### src/rtl/pong_pkg.sv
// Shared types and constants for the pong scoring logic.
package pong_pkg;

  typedef enum logic [1:0] {
    IDLE      = 2'd0,
    PLAY      = 2'd1,
    GAME_OVER = 2'd2
  } state_t;

  localparam int MAX_SCORE = 99;

  // Bit positions inside digit_on, ordered {left_tens, left_ones, right_tens, right_ones}.
  localparam int DIG_LEFT_TENS  = 3;
  localparam int DIG_LEFT_ONES  = 2;
  localparam int DIG_RIGHT_TENS = 1;
  localparam int DIG_RIGHT_ONES = 0;

endpackage

### src/rtl/bcd_counter2.sv
// Two-digit BCD counter with a binary shadow copy, saturating at MAX_SCORE.
// Next-state values are exported so the parent can decide on the same edge.
module bcd_counter2
  import pong_pkg::*;
(
  input  logic       clk,
  input  logic       rst,
  input  logic       inc,
  input  logic       clr,
  output logic [3:0] tens,
  output logic [3:0] ones,
  output logic [6:0] bin,
  output logic [3:0] tens_next,
  output logic [3:0] ones_next,
  output logic [6:0] bin_next
);

  logic [3:0] tens_reg;
  logic [3:0] ones_reg;
  logic [6:0] bin_reg;

  always_comb begin
    tens_next = tens_reg;
    ones_next = ones_reg;
    bin_next  = bin_reg;
    if (clr) begin
      tens_next = 4'd0;
      ones_next = 4'd0;
      bin_next  = 7'd0;
    end else if (inc && (bin_reg < 7'(MAX_SCORE))) begin
      bin_next = bin_reg + 7'd1;
      if (ones_reg == 4'd9) begin
        ones_next = 4'd0;
        tens_next = tens_reg + 4'd1;
      end else begin
        ones_next = ones_reg + 4'd1;
      end
    end
  end

  always_ff @(posedge clk) begin
    if (rst) begin
      tens_reg <= 4'd0;
      ones_reg <= 4'd0;
      bin_reg  <= 7'd0;
    end else begin
      tens_reg <= tens_next;
      ones_reg <= ones_next;
      bin_reg  <= bin_next;
    end
  end

  assign tens = tens_reg;
  assign ones = ones_reg;
  assign bin  = bin_reg;

endmodule

### src/rtl/score_keeper.sv
// Pong match scoring: per-player BCD scores, win rule, serve rotation,
// leading-zero suppression and game-over blink of the winner's digits.
module score_keeper
  import pong_pkg::*;
#(
  parameter int WIN_SCORE  = 11,
  parameter int WIN_BY_TWO = 1,
  parameter int BLINK_DIV  = 25_000_000
) (
  input  logic       clk,
  input  logic       rst,
  input  logic       point_left,
  input  logic       point_right,
  input  logic       new_game,
  output logic [3:0] left_tens,
  output logic [3:0] left_ones,
  output logic [3:0] right_tens,
  output logic [3:0] right_ones,
  output logic [3:0] digit_on,
  output logic       serve_right,
  output logic       game_over,
  output logic       winner_right
);

  localparam int CNT_W = (BLINK_DIV > 1) ? $clog2(BLINK_DIV) : 1;

  state_t           state_reg, state_next;
  logic             serve_reg, serve_next;
  logic             winner_reg, winner_next;
  logic             game_over_reg;
  logic             phase_reg, phase_next;
  logic [CNT_W-1:0] blink_cnt_reg, blink_cnt_next;
  logic [3:0]       digit_on_reg, digit_on_next;

  logic       accept, inc_left, inc_right;
  logic [6:0] left_bin, right_bin, left_bin_next, right_bin_next;
  logic [3:0] left_tens_next, left_ones_next, right_tens_next, right_ones_next;
  logic       win_left, win_right, deuce, serve_toggle;
  logic [7:0] total_next;

  // A point counts only in PLAY, only when unambiguous, and never alongside new_game.
  assign accept    = (state_reg == PLAY) && !new_game && (point_left ^ point_right);
  assign inc_left  = accept && point_left;
  assign inc_right = accept && point_right;

  bcd_counter2 u_left (
    .clk       (clk),
    .rst       (rst),
    .inc       (inc_left),
    .clr       (new_game),
    .tens      (left_tens),
    .ones      (left_ones),
    .bin       (left_bin),
    .tens_next (left_tens_next),
    .ones_next (left_ones_next),
    .bin_next  (left_bin_next)
  );

  bcd_counter2 u_right (
    .clk       (clk),
    .rst       (rst),
    .inc       (inc_right),
    .clr       (new_game),
    .tens      (right_tens),
    .ones      (right_ones),
    .bin       (right_bin),
    .tens_next (right_tens_next),
    .ones_next (right_ones_next),
    .bin_next  (right_bin_next)
  );

  // Scoring at the 99 ceiling ends the game outright so deuce cannot run forever.
  always_comb begin
    win_left  = inc_left && ((left_bin == 7'(MAX_SCORE)) ||
                ((int'(left_bin_next) >= WIN_SCORE) &&
                 ((WIN_BY_TWO == 0) || (int'(left_bin_next) >= int'(right_bin_next) + 2))));
    win_right = inc_right && ((right_bin == 7'(MAX_SCORE)) ||
                ((int'(right_bin_next) >= WIN_SCORE) &&
                 ((WIN_BY_TWO == 0) || (int'(right_bin_next) >= int'(left_bin_next) + 2))));
    total_next   = {1'b0, left_bin_next} + {1'b0, right_bin_next};
    deuce        = (int'(left_bin_next) >= WIN_SCORE - 1) && (int'(right_bin_next) >= WIN_SCORE - 1);
    serve_toggle = accept && (deuce || !total_next[0]);
  end

  always_comb begin
    state_next  = state_reg;
    serve_next  = serve_reg;
    winner_next = winner_reg;
    case (state_reg)
      IDLE: begin
        if (new_game) begin
          state_next = PLAY;
          serve_next = 1'b0;
        end
      end
      PLAY: begin
        if (new_game) begin
          serve_next = 1'b0;
        end else if (accept) begin
          serve_next = serve_reg ^ serve_toggle;
          if (win_left || win_right) begin
            state_next  = GAME_OVER;
            winner_next = win_right;
          end
        end
      end
      GAME_OVER: begin
        if (new_game) begin
          state_next  = PLAY;
          serve_next  = 1'b0;
          winner_next = 1'b0;
        end
      end
      default: state_next = IDLE;
    endcase
  end

  // Blink phase is 1 on the entry edge and flips every BLINK_DIV cycles thereafter.
  always_comb begin
    blink_cnt_next = '0;
    phase_next     = 1'b0;
    if (state_next == GAME_OVER) begin
      if (state_reg != GAME_OVER) begin
        phase_next = 1'b1;
      end else if (blink_cnt_reg == CNT_W'(BLINK_DIV - 1)) begin
        phase_next = ~phase_reg;
      end else begin
        blink_cnt_next = blink_cnt_reg + 1'b1;
        phase_next     = phase_reg;
      end
    end
  end

  always_comb begin
    digit_on_next                 = 4'b0000;
    digit_on_next[DIG_LEFT_TENS]  = (left_tens_next != 4'd0);
    digit_on_next[DIG_LEFT_ONES]  = 1'b1;
    digit_on_next[DIG_RIGHT_TENS] = (right_tens_next != 4'd0);
    digit_on_next[DIG_RIGHT_ONES] = 1'b1;
    if (state_next == GAME_OVER) begin
      if (winner_next) begin
        digit_on_next[DIG_RIGHT_TENS] = digit_on_next[DIG_RIGHT_TENS] & phase_next;
        digit_on_next[DIG_RIGHT_ONES] = phase_next;
      end else begin
        digit_on_next[DIG_LEFT_TENS]  = digit_on_next[DIG_LEFT_TENS] & phase_next;
        digit_on_next[DIG_LEFT_ONES]  = phase_next;
      end
    end
  end

  always_ff @(posedge clk) begin
    if (rst) begin
      state_reg     <= IDLE;
      serve_reg     <= 1'b0;
      winner_reg    <= 1'b0;
      game_over_reg <= 1'b0;
      phase_reg     <= 1'b0;
      blink_cnt_reg <= '0;
      digit_on_reg  <= 4'b0101;
    end else begin
      state_reg     <= state_next;
      serve_reg     <= serve_next;
      winner_reg    <= winner_next;
      game_over_reg <= (state_next == GAME_OVER);
      phase_reg     <= phase_next;
      blink_cnt_reg <= blink_cnt_next;
      digit_on_reg  <= digit_on_next;
    end
  end

  assign digit_on     = digit_on_reg;
  assign serve_right  = serve_reg;
  assign game_over    = game_over_reg;
  assign winner_right = winner_reg;

endmodule

### config.mk
export PLATFORM = sky130hd
export DESIGN_NAME = score_keeper
export DESIGN_NICKNAME = d
export VERILOG_FILES = /design/src/rtl/pong_pkg.sv /design/src/rtl/bcd_counter2.sv /design/src/rtl/score_keeper.sv
export SDC_FILE = /design/constraint.sdc
export NUM_CORES = 1
export LEC_CHECK = 0
export ABC_CLOCK_PERIOD_IN_PS = 3600
export BUFFER_PORTS_ARGS = -buffer_cell sky130_fd_sc_hd__buf_2
export CAP_MARGIN = 20
export CORE_ASPECT_RATIO = 0.6
export CORE_MARGIN = 8
export CORE_UTILIZATION = 55
export CTS_BUF_LIST = sky130_fd_sc_hd__clkbuf_16
export DETAILED_ROUTE_END_ITERATION = 10
export PLACE_DENSITY = 0.77
export SLEW_MARGIN = 20
export SYNTH_ARGS = -nofsm -noshare
export SYNTH_HDL_FRONTEND = slang
export SYNTH_SLANG_ARGS = --single-unit
export TNS_END_PERCENT = 20
### constraint.sdc
create_clock -name clk -period 3.6 [get_ports clk]
set_input_delay 0.36 -clock clk [delete_from_list [all_inputs] [get_ports clk]]
set_output_delay 0.36 -clock clk [all_outputs]
set_load 0.01 [all_outputs]
-- Word-level counts from Yosys, hierarchy flattened
Index checks and enable logic that the tools add are counted.
- flip-flop bits (word level): 65
- latch bits: 0
- RAM bits: 0
- memory bits (read-only): 0
- input port bits: 5
- logic and storage cells: 111
- memories: 0
- add/sub/neg operators: 10
- $mul: 0
- divide/modulo/power cells: 0
- magnitude comparators: 8
- eq/ne operators: 11
- shift operators: 0
- muxes and demuxes: 32
- bitwise logic cells: 7
- reduce and logical (&&, ||, !) cells: 28
- operators with widths (operator ; count):
    $mux 4 ; 9
    $ge 7x4->1 const B ; 4
    $mux 7 ; 4
    $add 25x1->25 const B ; 1
    $eq 25x25->1 const B ; 1
    $add 4x1->4 const B ; 4
    $add 7x2->8 const B ; 2
    $ge 7x8->1 ; 2
    $add 7x1->7 const B ; 2
    $eq 7x7->1 const B ; 2
    $lt 7x7->1 const B ; 2
    $logic_and 1x1->1 ; 12
    $mux 2 ; 6
    $mux 1 ; 10
    $eq 4x4->1 const B ; 2
    $reduce_bool 4->1 ; 2
    $reduce_or 3->1 ; 2
    $eq 2x2->1 const B ; 2
    $logic_or 1x1->1 ; 4
    $pmux 1 s2 ; 2
    $pmux 2 s2 ; 1
    $reduce_or 2->1 ; 2
    $reduce_or 4->1 ; 1
    $ne 3x3->1 const B ; 1
    other kinds (11) ; 16

-- Depth between registers and ports, before layout
Gate-level depths: netlist (run 1).
- depth after elaboration: 22
- gate-level depth with buffers: 20

-- By module
From an unflattened synthesis (run 1), not the netlist that was laid out.
- cells, all modules: 495
- area total of the unflattened synthesis: 4132.7 µm²
- modules (own cells, without submodules) (module ; times used ; cells each ; area an instance (µm²) ; seq. area each (µm²)):
    score_keeper ; 1 ; 269 ; 2316.0 ; 700.7
    bcd_counter2 ; 2 ; 113 ; 908.4 ; 300.3

-- Worst setup path after synthesis (run 1)
Ideal clock, no wire load.
- kind: register -> register
- start: register state_reg[1]
- end: register phase_reg
- library setup time: 0.129 ns
- data arrival time: 3.628 ns
- data required time: 3.471 ns
- slack: -0.157 ns
- cell stages (with the launch flop): 20
- path buffers: 3
- period minus slack after synthesis: 3.757 ns
- path through: dfxtp_1 inv_1 ha_1 and4bb_2 clkbuf_1 o211ai_1 a21oi_1 nand3_1 xor2_1 ha_1 a21o_1 a21o_1 a21oi_1 o21ai_0 a32o_2 o41ai_2 a41o_1 buf_6 buf_6 a21oi_1
- longest elaborated chain between the ends: 19
- ends and longest elaborated chain (item ; RTL line ; text):
    from (decl) ; score_keeper.sv:27 ; state_t state_reg, state_next;
    from (signal assigned) ; score_keeper.sv:161 ; state_reg <= state_next;
    $eq 2x1->1 * ; score_keeper.sv:42 ; assign accept = (state_reg == PLAY) && !new_game && (point_left ^ point_right);
    $logic_and 1x1->1 * (2 in series) ; score_keeper.sv:42 ;
    $logic_and 1x1->1 * ; score_keeper.sv:43 ; assign inc_left = accept && point_left;
    $logic_and 1x1->1 * ; bcd_counter2.sv:30 ; end else if (inc && (bin_reg < 7'(MAX_SCORE))) begin
    $mux 7 * ; bcd_counter2.sv:30 ;
    $mux 7 * ; bcd_counter2.sv:26 ; if (clr) begin
    via left_bin_next[1] ; score_keeper.sv:36 ; logic [6:0] left_bin, right_bin, left_bin_next, right_bin_next;
    $add 7x2->8 ; score_keeper.sv:79 ; ((WIN_BY_TWO == 0) || (int'(right_bin_next) >= int'(left_bin_next) + 2))));
    [3 not listed] ; n/a ;
    $logic_and 1x1->1 ; score_keeper.sv:77 ; win_right = inc_right && ((right_bin == 7'(MAX_SCORE)) ||
    $logic_or 1x1->1 * ; score_keeper.sv:101 ; if (win_left || win_right) begin
    $mux 2 * ; score_keeper.sv:101 ;
    $mux 2 * ; score_keeper.sv:99 ; end else if (accept) begin
    $mux 2 * ; score_keeper.sv:97 ; if (new_game) begin
    $pmux 2 s2 * ; score_keeper.sv:89 ; case (state_reg)
    $eq 2x2->1 * ; score_keeper.sv:122 ; if (state_next == GAME_OVER) begin
    $mux 1 * ; score_keeper.sv:122 ;
    to (signal assigned) ; score_keeper.sv:165 ; phase_reg <= phase_next;
    to (decl) ; score_keeper.sv:31 ; logic phase_reg, phase_next;
Mark *: on every way through the listed nets, which the timed path passes. The rest lies on a longest branch.
A chain may end at the register's enable or synchronous reset.

-- Final worst setup path (run 1)
- start: register state_reg[1]
- end: register blink_cnt_reg[0]
- longest elaborated chain between the ends: 20
- ends and longest elaborated chain (item ; RTL line ; text):
    $eq 2x1->1 * ; score_keeper.sv:42 ;
    $logic_and 1x1->1 * (2 in series) ; score_keeper.sv:42 ;
    $logic_and 1x1->1 * ; score_keeper.sv:43 ;
    $logic_and 1x1->1 * ; bcd_counter2.sv:30 ;
    $mux 7 * ; bcd_counter2.sv:30 ;
    $mux 7 * ; bcd_counter2.sv:26 ;
    via left_bin_next[2] ; score_keeper.sv:36 ;
    $add 7x2->8 ; score_keeper.sv:79 ;
    [4 not listed] ; n/a ;
    $logic_or 1x1->1 * ; score_keeper.sv:101 ;
    $mux 2 * ; score_keeper.sv:101 ;
    $mux 2 * ; score_keeper.sv:99 ;
    $mux 2 * ; score_keeper.sv:97 ;
    $pmux 2 s2 * ; score_keeper.sv:89 ;
    $eq 2x2->1 * ; score_keeper.sv:122 ;
    $not 1->1 (no line) * ; n/a ;
    $reduce_or 4->1 (no line) * ; n/a ;
    to (signal assigned) ; score_keeper.sv:166 ; blink_cnt_reg <= blink_cnt_next;
    to (decl) ; score_keeper.sv:32 ; logic [CNT_W-1:0] blink_cnt_reg, blink_cnt_next;
Marks and branches as above.

==> summary.md, run 1 <==
| Metric | Value |
|---|---|
| Status | `complete, but fails checks` |
| Failing checks | `setup timing` |
| Gpl congestion | `0.931` |
| Root Buffer Master | `clkbuf_16` |
| Final Hold Viols | `0` |
| Post-route insts no fill | `646` |
| Crit Path Class | `reg -> reg` |
| Critical Path Sink Type | `flop` |
| Final setup fails | `1` |
| Area of the multi-input gates | `0.00271 mm2` |
| Synth Instances | `476` |
| Nets | `583` |
| Starting density of the core | `55.5%` |
| Register area | `0.00131 mm2` |
| RSZ-0062 raised after global routing | `true` |
| Io pins | `28` |
| First-pass GRT wire length | `17700 um` |
| Arrival time at the worst endpoint | `3.86 ns` |
| WL final | `10900 um` |
| Min-Delay Path Class | `in -> reg` |
| CTS tree | `built` |
| Area contributors post-synth | `dfxtp_1 (33%), ha_1 (8.9%), nor2_1 (6.1%)` |
| Flop-to-flop setup slack | `-0.01 ns` |
| Final Max Slew Viols | `0` |
| Share of cells above drive strength 1 | `26.3%` |
| Core area | `0.00712 mm2` |
| Fin Setup TNS | `-0.0148 ns` |
| Mapped Nets | `509` |
| Post-route ant nets | `0` |
| Gr ovfl total | `0` |
| Worst Path Required | `3.85 ns` |
| Largest net degree at the start of global routing | `21` |
| Worst-Skew Late Latency | `0.34 ns` |
| Slack of the critical path | `-0.0148 ns` |
| Synth area leader | `dfxtp_1` |
| Crit start category | `flop` |
| H-tree depth | `3` |
| Core Rows | `24` |
| FMAX | `0.277 GHz` |
| Synth Register Bits | `65` |
| Initial antenna violation count | `0` |
| Cts bufs inserted | `9` |
| Synth-to-layout area growth | `27.8%` |
| Post-synthesis area per instance | `8.30 um2` |
| FFs w/ async S/R, synth | `0%` |
| Synthesized area | `0.00395 mm2` |
| Number of diodes | `0` |
| Vias in the first global route | `3543` |
| Clock-pin slew on the worst setup and hold paths | `0.06 ns` |
| Relative slew slack | `51.9%` |
| Slew @ Worst Pin | `0.721 ns` |
| Max-cap violation count | `0` |
| YS warnings | `0` |
| Post-synth cell types | `60` |
| Main synth FF type | `dfxtp_1` |
| CP Max Fanout | `7` |
| Final worst-path cycle share | `100%` |
| Placed Cells | `626` |
| Maximum VDD drop | `0.196 mV` |
| Routed WL per cell | `16.9 um` |
| Fill cells | `540` |
| Die area | `0.0102 mm2` |
| Vias | `3814` |
| Die height | `81.7 um` |
| Max reg flops | `25` |
| DRC errors left | `0` |
| Total Routing Usage GR | `21.6%` |
| Die X | `125 um` |
| Clk sink count | `65` |
| Pleak | `2.01 nW` |
| Cell Pwr Density | `328 mW/mm2` |
| Seq/Total Area, Yosys | `32.9%` |
| Number of synthesized flops with an enable pin | `0` |
| Worst Clk Skew | `0.00865 ns` |
| Via-to-Cell Ratio | `5.90` |
| Drt initial violations | `324` |
| Port buffer count | `27` |
| Max Root-Sink Buffers | `2` |
| Tmin final | `3.61 ns` |
| Synth top area share | `32.9%` |
| Dpl hpwl | `7580 um` |
| DR pass1 iterations | `5` |
-- Yosys cell counts, drive strengths merged, types with 5 or more instances --
master,number
o21ai,10
inv,21
nor3,20
and2,7
a21oi,18
mux2i,5
clkbuf,11
nor2b,9
xnor2,24
nand3,24
nor2,65
and3,5
nand4,18
nand2,40
buf,6
nor4,6
xor2,24
dfxtp,65
ha,28
or2,7
-- path summary, 6_finish.rpt --
| check | start | end | depth (start not counted) |
|---|---|---|---|
| setup / recovery | state_reg[1]$_SDFF_PP0_ | blink_cnt_reg[0]$_SDFF_PP0_ | 18 |
| hold / removal | rst | u_right.bin[3]$_SDFF_PP0_ | 2 |
| setup reg to reg | state_reg[1]$_SDFF_PP0_ | blink_cnt_reg[0]$_SDFF_PP0_ | 18 |
| hold reg to reg | blink_cnt_reg[0]$_SDFF_PP0_ | blink_cnt_reg[0]$_SDFF_PP0_ | 1 |
-- critical path: stages, from the launching register on --
cell	delay, ns
dfxtp_2	0.32
inv_2	0.07
ha_4	0.16
and4bb_4	0.30
nand2_2	0.09
o31ai_4	0.37
nand3_2	0.15
buf_4	0.16
nor3_4	0.11
xnor2_1	0.15
nand2_1	0.12
ha_4	0.29
nand4_1	0.13
o21ai_2	0.19
a32o_2	0.22
o41ai_2	0.08
a41o_1	0.25
buf_6	0.16
nor4b_4	0.19
-- cells by family after synthesis --
family | count (synthesis) | synth area share (%)
AOI/OAI and AO/OA | 67 | 12.8
xor gates and xnor gates | 48 | 10.6
adders and majority gates | 28 | 8.86
buffers and inverters | 38 | 4.43
DFF | 65 | 32.9
muxes | 6 | 1.65
and+or+nand+nor | 224 | 28.7
-- layout make-up --
| class | count | area share [%] |
|---|---|---|
| multi-input combinational | 374 | 53.6 |
| sequential | 65 | 25.8 |
| timing repair buffer | 79 | 10.7 |
| clock buffer | 9 | 4.46 |
| tap | 91 | 2.25 |
| inverter | 21 | 1.56 |
| clock inverter | 7 | 1.54 |
-- report_power, final --
| part | total, W | switching [W] | internal (W) |
|---|---|---|---|
| combinational | 0.0000482 | 0.0000305 | 0.0000176 |
| sequential | 0.000722 | 0.00000160 | 0.000721 |
| clock | 0.000889 | 0.000347 | 0.000541 |
| total | 0.00166 | 0.000379 | 0.00128 |
-- per-stage QoR --
stage                     total power [W]  cell area [um2]  util, %  hold WS (ns)  setup slack [ns]
after floorplan                  0.000762             3970        -         0.420           0.00705
after global placement           0.000778             4480     63.0         0.430            0.0507
after detailed placement         0.000779             4480     63.0         0.450           -0.0982
after CTS                         0.00167             4850     68.1         0.411           0.00260
after global routing              0.00171             5050     71.0         0.417            -0.118
final                             0.00166             5050     71.0         0.425           -0.0148
-- cells in the final DEF, fill, tap and decap left out, types with 4 or more instances in the layout --
cell type	n
nand3_1	21
buf_4	50
and3_1	4
a31oi_1	4
xnor2_1	23
and2_1	5
inv_1	19
o211ai_1	4
nor2_1	62
clkbuf_16	9
dfxtp_1	62
nand2_1	39
ha_1	23
a21oi_1	14
nor2b_1	9
or2_2	6
nand4_1	18
nor3b_1	4
a21o_1	4
xor2_1	24
nand2b_1	4
nor3_1	17
nor4_1	6
o21ai_0	9
buf_2	27
-- layer usage --
layer	up-vias	GRT usage, %	wire [um]
li1	1826	-	-
met1	1788	29.0	5110
met2	180	32.1	4550
met3	20	7.26	1040
met4	0	7.12	215
met5	-	0	0
-- timing repair --
item                                    4_1_cts  5_1_grt
setup buffers                                 0        3
hold buffers                                  0        0
gates resized for setup                      11       39
cloned                                        1        0
endpoints found under the setup margin       30       34
pin swaps                                     2       17
No activity file was read; power rests on OpenSTA's default activity.
==> run 2: changes to the inputs <==
--- a/config.mk
+++ b/config.mk
@@ -8,12 +8,15 @@
 export ABC_CLOCK_PERIOD_IN_PS = 3600
 export BUFFER_PORTS_ARGS = -buffer_cell sky130_fd_sc_hd__buf_2
 export CAP_MARGIN = 20
+export CELL_PAD_IN_SITES_DETAIL_PLACEMENT = 0
+export CELL_PAD_IN_SITES_GLOBAL_PLACEMENT = 1
 export CORE_ASPECT_RATIO = 0.6
 export CORE_MARGIN = 8
-export CORE_UTILIZATION = 55
+export CORE_UTILIZATION = 41
 export CTS_BUF_LIST = sky130_fd_sc_hd__clkbuf_16
 export DETAILED_ROUTE_END_ITERATION = 10
-export PLACE_DENSITY = 0.77
+export PLACE_DENSITY_LB_ADDON = 0.1
+export SKIP_CTS_REPAIR_TIMING = 1
 export SLEW_MARGIN = 20
 export SYNTH_ARGS = -nofsm -noshare
 export SYNTH_HDL_FRONTEND = slang
==> run 2 against run 1 <==
Against the previous run:
- the run now ends clean
- register-to-register slack gained 0.07 ns
- worst hold slack gained 0.017 ns
- sequential power is essentially flat
- core utilization shrank 16 points
- combinational power shrank 2%
==> summary.md, run 2 (same netlist as run 1, synthesis figures left out) <==
| Metric | Value |
|---|---|
| CP Max Fanout | `8 (+1)` |
| Clock-pin slew on the worst setup and hold paths | `0.06 ns (about the same)` |
| Commonest non-fill, non-tap cells in the layout | `dfxtp_1 (64), nor2_1 (62), buf_4 (54)` |
| Worst slack on hold paths | `0.442 ns (+0.0166 ns)` |
| Largest net degree at the start of global routing | `21 (unchanged)` |
| DRC errors left | `0 (unchanged)` |
| DR pass1 iterations | `4 (-1)` |
| Core Rows | `27 (+13%)` |
| Cts bufs inserted | `9 (unchanged)` |
| Slowest cell on the critical path | `dfxtp_1` |
| Most common cell on crit path | `a21o_1` |
| Slew @ Worst Pin | `0.755 ns (+0.0337 ns)` |
| Root Buffer Master | `clkbuf_16` |
| Relative slew slack | `49.6% (-2.3 points)` |
| H-tree depth | `3 (unchanged)` |
| Pleak | `2.02 nW (+0.64%)` |
| Post-route ant nets | `0 (unchanged)` |
| Core area | `0.00926 mm2 (+30%)` |
| Maximum VDD drop | `0.263 mV (+34%)` |
| Starting density of the core | `42.7% (-13 points)` |
| First-pass GRT wire length | `17600 um (-0.47%)` |
| Routed WL per cell | `15.7 um (-7.1%)` |
| Crit-path cells | `ha_4 -> and4bb_4 -> nand4_1 -> mux2_4 -> inv_4 -> nand3_4 -> xor2_2 -> ha_1 -> a21o_1 -> a21o_1 -> a21oi_1 -> o21ai_1 -> a32o_2 -> o41a_4 -> a221o_1 -> a21oi_2` |
| Gr ovfl total | `0 (unchanged)` |
| Worst Clk Skew | `0.00722 ns (-0.00142 ns)` |
| Vias in the first global route | `3389 (-4.3%)` |
| Initial antenna violation count | `0 (unchanged)` |
| CTS tree | `built` |
| Cell Pwr Density | `324 mW/mm2 (-1.5%)` |
| FMAX | `0.282 GHz (+2.0%)` |
| Via-to-Cell Ratio | `5.17 (-12%)` |
| Drt initial violations | `259 (-20%)` |
| Final Max Slew Viols | `0 (unchanged)` |
| Worst path max stage delay | `0.38 ns (about the same)` |
| Vias | `3575 (-6.3%)` |
| Crit Path Class | `reg -> reg` |
| Commonest non-fill, non-tap cell in the layout | `dfxtp_1` |
| Nets | `589 (+1.0%)` |
| Worst Path Required | `3.86 ns (about the same)` |
| Die height | `92.1 um (+13%)` |
| Clk sink count | `65 (unchanged)` |
| Final setup fails | `0 (-1)` |
| Port buffer count | `27 (unchanged)` |
| Worst-Skew Late Latency | `0.33 ns (about the same)` |
| Synth-to-layout area growth | `29.2%` |
| Crit start category | `flop` |
| Min-Delay Path Class | `in -> reg` |
| Max Root-Sink Buffers | `2 (unchanged)` |
| Dpl hpwl | `8110 um (+7.0%)` |
| Status | `completed` |
| Die X | `143 um (+14%)` |
| Tmin final | `3.54 ns (-0.0719 ns)` |
| PnR Total Power | `0.00165 W (-0.43%)` |
| Total Routing Usage GR | `16.7% (-4.8 points)` |
| WL final | `10800 um (-0.60%)` |
| Final worst-path cycle share | `98.4% (-2.0 points)` |
| Max reg flops | `25 (unchanged)` |
| Final Hold Viols | `0 (unchanged)` |
| Max-cap violation count | `0 (unchanged)` |
| Gpl congestion | `0.835 (-10%)` |
| RSZ-0062 raised after global routing | `true` |
| Number of diodes | `0 (unchanged)` |
| Io pins | `28 (unchanged)` |
| Arrival time at the worst endpoint | `3.81 ns (-0.05 ns)` |
| Critical Path Sink Type | `flop` |
| Die area | `0.0131 mm2 (+28%)` |
| Share of cells above drive strength 1 | `26.4% (+0.075 points)` |
-- run 2: cell count changes in the layout (fill, tap and decap cells not counted), sizes merged --
cell | before | now
and4bb | 3 | 2
buf | 79 | 85
clkbuf | 9 | 10
clkinv | 3 | 1
clkinvlp | 1 | 3
-- run 2: worst paths after layout --
check,cells after the start,to,start,slack (ns)
worst max-delay path,16,digit_on[1]$_SDFF_PP0_,state_reg[0]$_SDFF_PP0_,0.06
worst min-delay path,2,u_left.bin[3]$_SDFF_PP0_,rst,0.44
worst max register to register,16,digit_on[1]$_SDFF_PP0_,state_reg[0]$_SDFF_PP0_,0.06
worst min register to register,1,blink_cnt_reg[0]$_SDFF_PP0_,blink_cnt_reg[0]$_SDFF_PP0_,0.47
-- run 2: through the flow --
step | instances | utilization [%] | setup TNS, ns | setup WS, ns | cell area, um2
finish | 691 | 55.2 | 0 | 0.0571 | 5100
global placement | 670 | 49.5 | -1.16 | -0.0583 | 4580
floorplan | 476 | - | 0 | 0.00705 | 3970
detailed placement | 670 | 49.5 | -1.00 | -0.0569 | 4580
CTS | 686 | 52.7 | -1.91 | -0.0880 | 4880
global route | 691 | 55.2 | -1.11 | -0.0662 | 5100
-- run 2: metal layers --
layer / vias to the layer above / global-route usage [%] / wire (um)
met5: - / 0 / 0
met2: 86 / 21.3 / 3940
met4: 0 / 3.96 / 31
met1: 1640 / 26.4 / 6130
li1: 1845 / - / -
met3: 4 / 4.09 / 745
-- run 2: final cells by class --
type	instances	area, um2
Sequential cell	65	1300
Multi-Input combinational cell	373	2640
Timing Repair Buffer	86	619
Inverter	21	81.3
Clock inverter	7	70.1
Tap cell	130	163
Fill cell	903	4150
Clock buffer	9	225
-- run 2: power breakdown --
| group | switching (W) | internal [W] | total (W) |
|---|---|---|---|
| combinational | 0.0000298 | 0.0000173 | 0.0000472 |
| sequential | 0.00000141 | 0.000720 | 0.000722 |
| clock | 0.000348 | 0.000535 | 0.000883 |
| total | 0.000380 | 0.00127 | 0.00165 |
-- run 2: worst max-delay path, delay by kind of cell, from the launching register on --
family,cells,cell delay [ns]
AOI/OAI and AO/OA,8,1.50
and+or+nand+nor,3,0.54
adders and majority gates,2,0.49
DFF,1,0.38
muxes,1,0.34
xor gates and xnor gates,1,0.16
buffers and inverters,1,0.06
